## src/rtl/calc_pkg.sv

```systemverilog
// Shared calculator datapath definitions: FSM state encoding, opcode values,
// and the default operand width.
package calc_pkg;

  typedef enum logic [1:0] {
    IDLE = 2'd0,
    RUN  = 2'd1,
    DONE = 2'd2
  } state_e;

  localparam logic OP_ADD = 1'b0;
  localparam logic OP_SUB = 1'b1;

  localparam int DEFAULT_WIDTH = 8;

endpackage : calc_pkg

```

## src/rtl/full_adder.sv

```systemverilog
// Single-bit full adder built from two half adders plus an OR of their carries.
module full_adder (
  input  logic a_i,
  input  logic b_i,
  input  logic c_i,
  output logic s_o,
  output logic c_o
);

  logic w_s0;
  logic w_c0;
  logic w_c1;

  half_adder u_ha0 (
    .a_i (a_i),
    .b_i (b_i),
    .s_o (w_s0),
    .c_o (w_c0)
  );

  half_adder u_ha1 (
    .a_i (w_s0),
    .b_i (c_i),
    .s_o (s_o),
    .c_o (w_c1)
  );

  assign c_o = w_c0 | w_c1;

endmodule : full_adder

```

## src/rtl/half_adder.sv

```systemverilog
// Single-bit half adder: sum and carry of two input bits.
module half_adder (
  input  logic a_i,
  input  logic b_i,
  output logic s_o,
  output logic c_o
);

  assign s_o = a_i ^ b_i;
  assign c_o = a_i & b_i;

endmodule : half_adder

```

## src/rtl/serial_adder_unit.sv

```systemverilog
// Bit-serial add/subtract engine: one result bit per clock through a single
// full adder, with valid/ready handshakes on both sides.
module serial_adder_unit
  import calc_pkg::*;
#(
  parameter int WIDTH = DEFAULT_WIDTH
) (
  input  logic             clk_i,
  input  logic             rst_i,
  input  logic             in_valid_i,
  output logic             in_ready_o,
  input  logic [WIDTH-1:0] a_i,
  input  logic [WIDTH-1:0] b_i,
  input  logic             sub_i,
  output logic             out_valid_o,
  input  logic             out_ready_i,
  output logic [WIDTH-1:0] result_o,
  output logic             carry_o,
  output logic             ovf_o
);

  localparam int CW = $clog2(WIDTH + 1);
  localparam logic [CW-1:0] CNT_LAST   = CW'(WIDTH - 1);
  localparam logic [CW-1:0] CNT_MSB_IN = CW'(WIDTH - 2);
  localparam logic [CW-1:0] CNT_ONE    = CW'(1);

  state_e           r_state;
  logic [WIDTH-1:0] r_a_sh;
  logic [WIDTH-1:0] r_b_sh;
  logic [WIDTH-1:0] r_res_sh;
  logic             r_carry;
  logic             r_c_msb_in;
  logic [CW-1:0]    r_cnt;

  logic             r_in_ready;
  logic             r_out_valid;
  logic [WIDTH-1:0] r_result;
  logic             r_carry_out;
  logic             r_ovf;

  logic             w_sum;
  logic             w_cout;
  logic             w_is_sub;

  assign w_is_sub = (sub_i == OP_SUB);

  full_adder u_fa (
    .a_i (r_a_sh[0]),
    .b_i (r_b_sh[0]),
    .c_i (r_carry),
    .s_o (w_sum),
    .c_o (w_cout)
  );

  // FSM, operand/result shift registers, bit counter and registered outputs.
  always_ff @(posedge clk_i or posedge rst_i) begin
    if (rst_i) begin
      r_state     <= IDLE;
      r_a_sh      <= {WIDTH{1'b0}};
      r_b_sh      <= {WIDTH{1'b0}};
      r_res_sh    <= {WIDTH{1'b0}};
      r_carry     <= 1'b0;
      r_c_msb_in  <= 1'b0;
      r_cnt       <= {CW{1'b0}};
      r_in_ready  <= 1'b1;
      r_out_valid <= 1'b0;
      r_result    <= {WIDTH{1'b0}};
      r_carry_out <= 1'b0;
      r_ovf       <= 1'b0;
    end else begin
      case (r_state)
        IDLE: begin
          // Subtraction is A + ~B + 1: invert B and seed the carry with 1.
          if (in_valid_i && r_in_ready) begin
            r_a_sh     <= a_i;
            r_b_sh     <= b_i ^ {WIDTH{w_is_sub}};
            r_carry    <= w_is_sub;
            r_c_msb_in <= 1'b0;
            r_cnt      <= {CW{1'b0}};
            r_in_ready <= 1'b0;
            r_state    <= RUN;
          end else begin
            r_in_ready <= 1'b1;
          end
        end

        RUN: begin
          r_res_sh <= {w_sum, r_res_sh[WIDTH-1:1]};
          r_a_sh   <= {1'b0, r_a_sh[WIDTH-1:1]};
          r_b_sh   <= {1'b0, r_b_sh[WIDTH-1:1]};
          r_carry  <= w_cout;
          r_cnt    <= r_cnt + CNT_ONE;
          // Carry into the MSB, needed for the signed-overflow flag.
          if (r_cnt == CNT_MSB_IN) begin
            r_c_msb_in <= w_cout;
          end else begin
            r_c_msb_in <= r_c_msb_in;
          end
          if (r_cnt == CNT_LAST) begin
            r_state <= DONE;
          end else begin
            r_state <= RUN;
          end
        end

        DONE: begin
          if (!r_out_valid) begin
            r_out_valid <= 1'b1;
            r_result    <= r_res_sh;
            r_carry_out <= r_carry;
            r_ovf       <= r_c_msb_in ^ r_carry;
          end else if (out_ready_i) begin
            r_out_valid <= 1'b0;
            r_in_ready  <= 1'b1;
            r_state     <= IDLE;
          end else begin
            r_out_valid <= 1'b1;
          end
        end

        default: begin
          r_state     <= IDLE;
          r_in_ready  <= 1'b1;
          r_out_valid <= 1'b0;
        end
      endcase
    end
  end

  assign in_ready_o  = r_in_ready;
  assign out_valid_o = r_out_valid;
  assign result_o    = r_result;
  assign carry_o     = r_carry_out;
  assign ovf_o       = r_ovf;

endmodule : serial_adder_unit
```

## config.mk

```make
export PLATFORM = sky130hd
export DESIGN_NAME = serial_adder_unit
export DESIGN_NICKNAME = d
export VERILOG_FILES = /design/src/rtl/calc_pkg.sv /design/src/rtl/full_adder.sv /design/src/rtl/half_adder.sv /design/src/rtl/serial_adder_unit.sv
export SDC_FILE = /design/constraint.sdc
export NUM_CORES = 1
export LEC_CHECK = 0
export BUFFER_PORTS_ARGS = -buffer_cell sky130_fd_sc_hd__buf_4
export CORE_ASPECT_RATIO = 1.25
export CORE_MARGIN = 2
export CORE_UTILIZATION = 35
export CTS_BUF_LIST = sky130_fd_sc_hd__clkbuf_2 sky130_fd_sc_hd__clkbuf_4 sky130_fd_sc_hd__clkbuf_8
export DETAILED_ROUTE_END_ITERATION = 12
export MAX_ROUTING_LAYER = met4
export PLACE_DENSITY_LB_ADDON = 0.08
export SLEW_MARGIN = 10
export SYNTH_ARGS = -nofsm -noshare
export SYNTH_HDL_FRONTEND = slang
export SYNTH_SLANG_ARGS = --single-unit
```

## constraint.sdc

```tcl
create_clock -name clk_i -period 1.7 [get_ports clk_i]
set_input_delay 0.085 -clock clk_i [delete_from_list [all_inputs] [get_ports clk_i]]
set_output_delay 0.085 -clock clk_i [all_outputs]
set_load 0.02 [all_outputs]
```

==> results.yml <==
status:
  status: "completed"
synth:
  synth_top_family_by_area: "compound AO/OA/AOI/OAI gates"
  ys_seq_area_frac: 0.538
  synthArstFlopShare: 1.00
  syn-instance-count: 184
  yosys.area_share.simple: 0.109
  yosys_warnings: 0
  synth_top_cell_by_area: "dfrtp_1"
  avgSynthCellArea_sq_um: 11.1
  ys_seq_elements: 44
  syn_nets: 208
  synth.mux.area_fraction: 0.0886
  netlist_area_sq_mm: 0.00205
  synth_adder_area_share: 0.0220
  synth_edf_count: 0
  synthFlopType: "dfrtp_1"
  yosysTopAreaCellShare: 0.525
  synth-xor-area-share: 0.0470
  synth_compound_area_frac: 0.141
  synth.distinct_cells: 36
  synthTopCellsByArea: "dfrtp_1 53%, mux2_2 4.9%, nand2_1 4.6%"
timing:
  report.final.hold_viol_count: 0
  fin_skew_ns: 0.00411
  rsz0062_at_grt: "no"
  post-route-period-util: 0.920
  fmaxAchievable_mhz: 639
  slew_headroom: 0.627
  fin_crit_ns: 1.56
  tightest_slew_ns: 0.559
  setup_slack_ns: 0.135
  finalSetupViolations: 0
  drv_slew: 0
cells_and_area:
  final_area_sq_mm: 0.00248
  final_cells: 285
  num-fill-cells: 565
  syn2layout_area_growth_pct: 21.3
  diodes: 0
  nNetsFinal: 242
  layout-drive-gt1-share: 0.297
route:
  vias: 1402
  antenna_left: 0
  drtIter0Drc: 68
  wl_per_cell_um: 13.9
  firstDrtPassIters: 4
  drc: 0
  wirelength_um: 3970
  avgViaCountPerCell: 4.92
global_route:
  grt.overflow.total: 0
  grt_pass1_wl_um: 6680
  grt_max_degree: 45
  grt_pass1_vias: 1434
  antenna_found_initial: 0
  track_usage: 0.139
clock_tree:
  htreeDepth: 2
  cts-buffers-inserted: 5
  numClockSinks: 44
  clkLatencyLatePin_ns: 0.30
  ctsLongestPathBuffers: 2
  post_cts.repair.setup_buffers: 0
  tritoncts: "yes"
  cts-root-buf: "clkbuf_8"
  clkTransAtPathRegs_ns: 0.08
floorplan:
  ioPinCount: 33
  initial_core_util: 0.357
  die_y_um: 89.5
  die_w_um: 72.4
  core_sq_mm: 0.00574
  die_area_sq_mm: 0.00648
  rows: 31
power:
  seqPwrFrac: 0.416
  power.total_w: 0.00428
  total_leakage_power_nw: 1.18
  p_sw_w: 0.00152
  power.density_mw_per_mm2: 1720
  power.internal_w: 0.00275
  p_clk_frac: 0.204
  ir_worst_vdd_mv: 0.604
  combPwrFrac: 0.380
  switching_share: 0.356
setup_path:
  crit_path_max_incr_delay_ns: 0.56
  cp.required_ns: 1.89
  r2r-end: "r_a_sh[7]"
  critPathArrivalTime_ns: 1.75
  timing.rr.start: "in_ready_o"
  reg2reg_depth: 3
  crit_chain: "a21oi_2, or2_2, a22o_1"
  crit_slowest_cell: "dfstp_2"
  cp-start-kind: "register"
  path_class: "reg -> reg"
  worstPathMaxFanout: 19
  crit_path_end_kind: "register"
  r2r_slack_ns: 0.14
min_path:
  min_from: "a_i[1]"
  hp-class: "in -> reg"
  min_path_cells: 3
  min_to: "r_a_sh[1]"
placed_design:
  place.gp.congestion: 0.782
  place_worst_setup_slack_ns: -0.0539
  dp_hpwl_um: 2660
  dpl-instance-area_sq_mm: 0.00234
  dp_cells: 275
  portBuffers: 32
job:
  drv_cap: 0
==> cell usage after synthesis (3+ instances only) <==
library cell / n
a21oi_1: 9
xor2_1: 8
buf_6: 3
nor2_1: 9
nand2_1: 25
dfrtp_1: 43
mux2_2: 9
inv_1: 5
mux2i_1: 8
o21ai_0: 18
buf_2: 4
buf_4: 4
xnor2_1: 3
o2bb2ai_1: 8
==> how the worst max path moves through the flow <==
stage                 endpoint        from
finish               r_a_sh[7]  in_ready_o
global route        r_c_msb_in  r_state[1]
CTS                  r_a_sh[7]  in_ready_o
detailed placement   r_a_sh[5]  in_ready_o
global placement     r_a_sh[4]  in_ready_o
floorplan             r_cnt[1]  in_ready_o
==> power groups by stage <==
stage	logic, W	registers (W)	clock network (W)
after global routing	0.00182	0.00185	0.000942
final	0.00162	0.00178	0.000872
after floorplan	0.00115	0.00185	0
after global placement	0.00162	0.00179	0
after CTS	0.00166	0.00178	0.000906
after detailed placement	0.00165	0.00180	0
==> cell usage in the layout, fill, tap and decap left out, types with 2 or more instances in the layout <==
master,netlist,layout
inv_1,5,5
and4bb_2,2,2
nand2b_1,2,2
o2bb2ai_1,8,8
o21ai_2,2,2
ha_1,2,2
xnor2_1,3,3
nand2_1,25,25
xor2_1,8,8
mux2_2,9,9
a22o_1,2,2
dlygate4sd3_1,0,2
o21ai_0,18,18
clkbuf_8,0,7
mux2i_1,8,8
buf_4,4,37
dfrtp_1,43,43
a21oi_1,9,9
nor2_1,9,9
==> through the flow <==
| stage | utilization | hold slack, ns | TNS, ns |
|---|---|---|---|
| after floorplan | - | 0.218 | 0 |
| after global placement | 0.407 | 0.273 | -0.00461 |
| after detailed placement | 0.407 | 0.284 | -0.294 |
| after CTS | 0.433 | 0.0567 | 0 |
| after global routing | 0.433 | 0.0743 | 0 |
| final | 0.433 | 0.0639 | 0 |
==> worst max-delay path, delay by kind of cell, from the launching register on <==
| kind | cells | cell delay, ns |
|---|---|---|
| AND/OR/NAND/NOR | 1 | 0.48 |
| flip-flops | 1 | 0.56 |
| AO/OA/AOI/OAI | 2 | 0.42 |
==> sequential cells by signal, indices dropped and copies added (netlist names) <==
register,count
r_a_sh,8
r_b_sh,8
r_res_sh,8
result_o,8
r_cnt,4
r_state,2
carry_o,1
in_ready_o,1
out_valid_o,1
ovf_o,1
r_c_msb_in,1
r_carry,1
==> layer usage <==
layer / track usage / vias to the layer above / routed length [um]
li1: - / 695 / -
met1: 0.166 / 673 / 1790
met5: - / - / 0
met4: 0.0556 / 0 / 71
met3: 0.0338 / 6 / 150
met2: 0.228 / 28 / 1960
==> area by class of cell <==
class	count	area (sq um)	share of cell area
sequential	44	1100	0.444
clock buffer	7	96.3	0.0388
timing repair buffer	40	318	0.128
clock inverter	1	30.0	0.0121
tap	66	82.6	0.0332
multi-input combinational	122	836	0.337
inverter	5	18.8	0.00756
==> logic make-up after synthesis <==
| kind of cell | after synthesis |
|---|---|
| flops | 44 |
| buf+inv | 18 |
| simple gates | 46 |
| compound gates | 45 |
| xor+xnor | 11 |
| mux | 17 |
| fa+ha+maj | 3 |
==> what timing repair did <==
| action | in CTS | in global routing |
|---|---|---|
| hold endpoints to repair | 44 | 0 |
| gates resized for setup | 1 | 0 |
| hold buffers | 2 | 0 |
| endpoints found under the setup margin | 9 | 0 |
(Power assumes the default switching activity.)
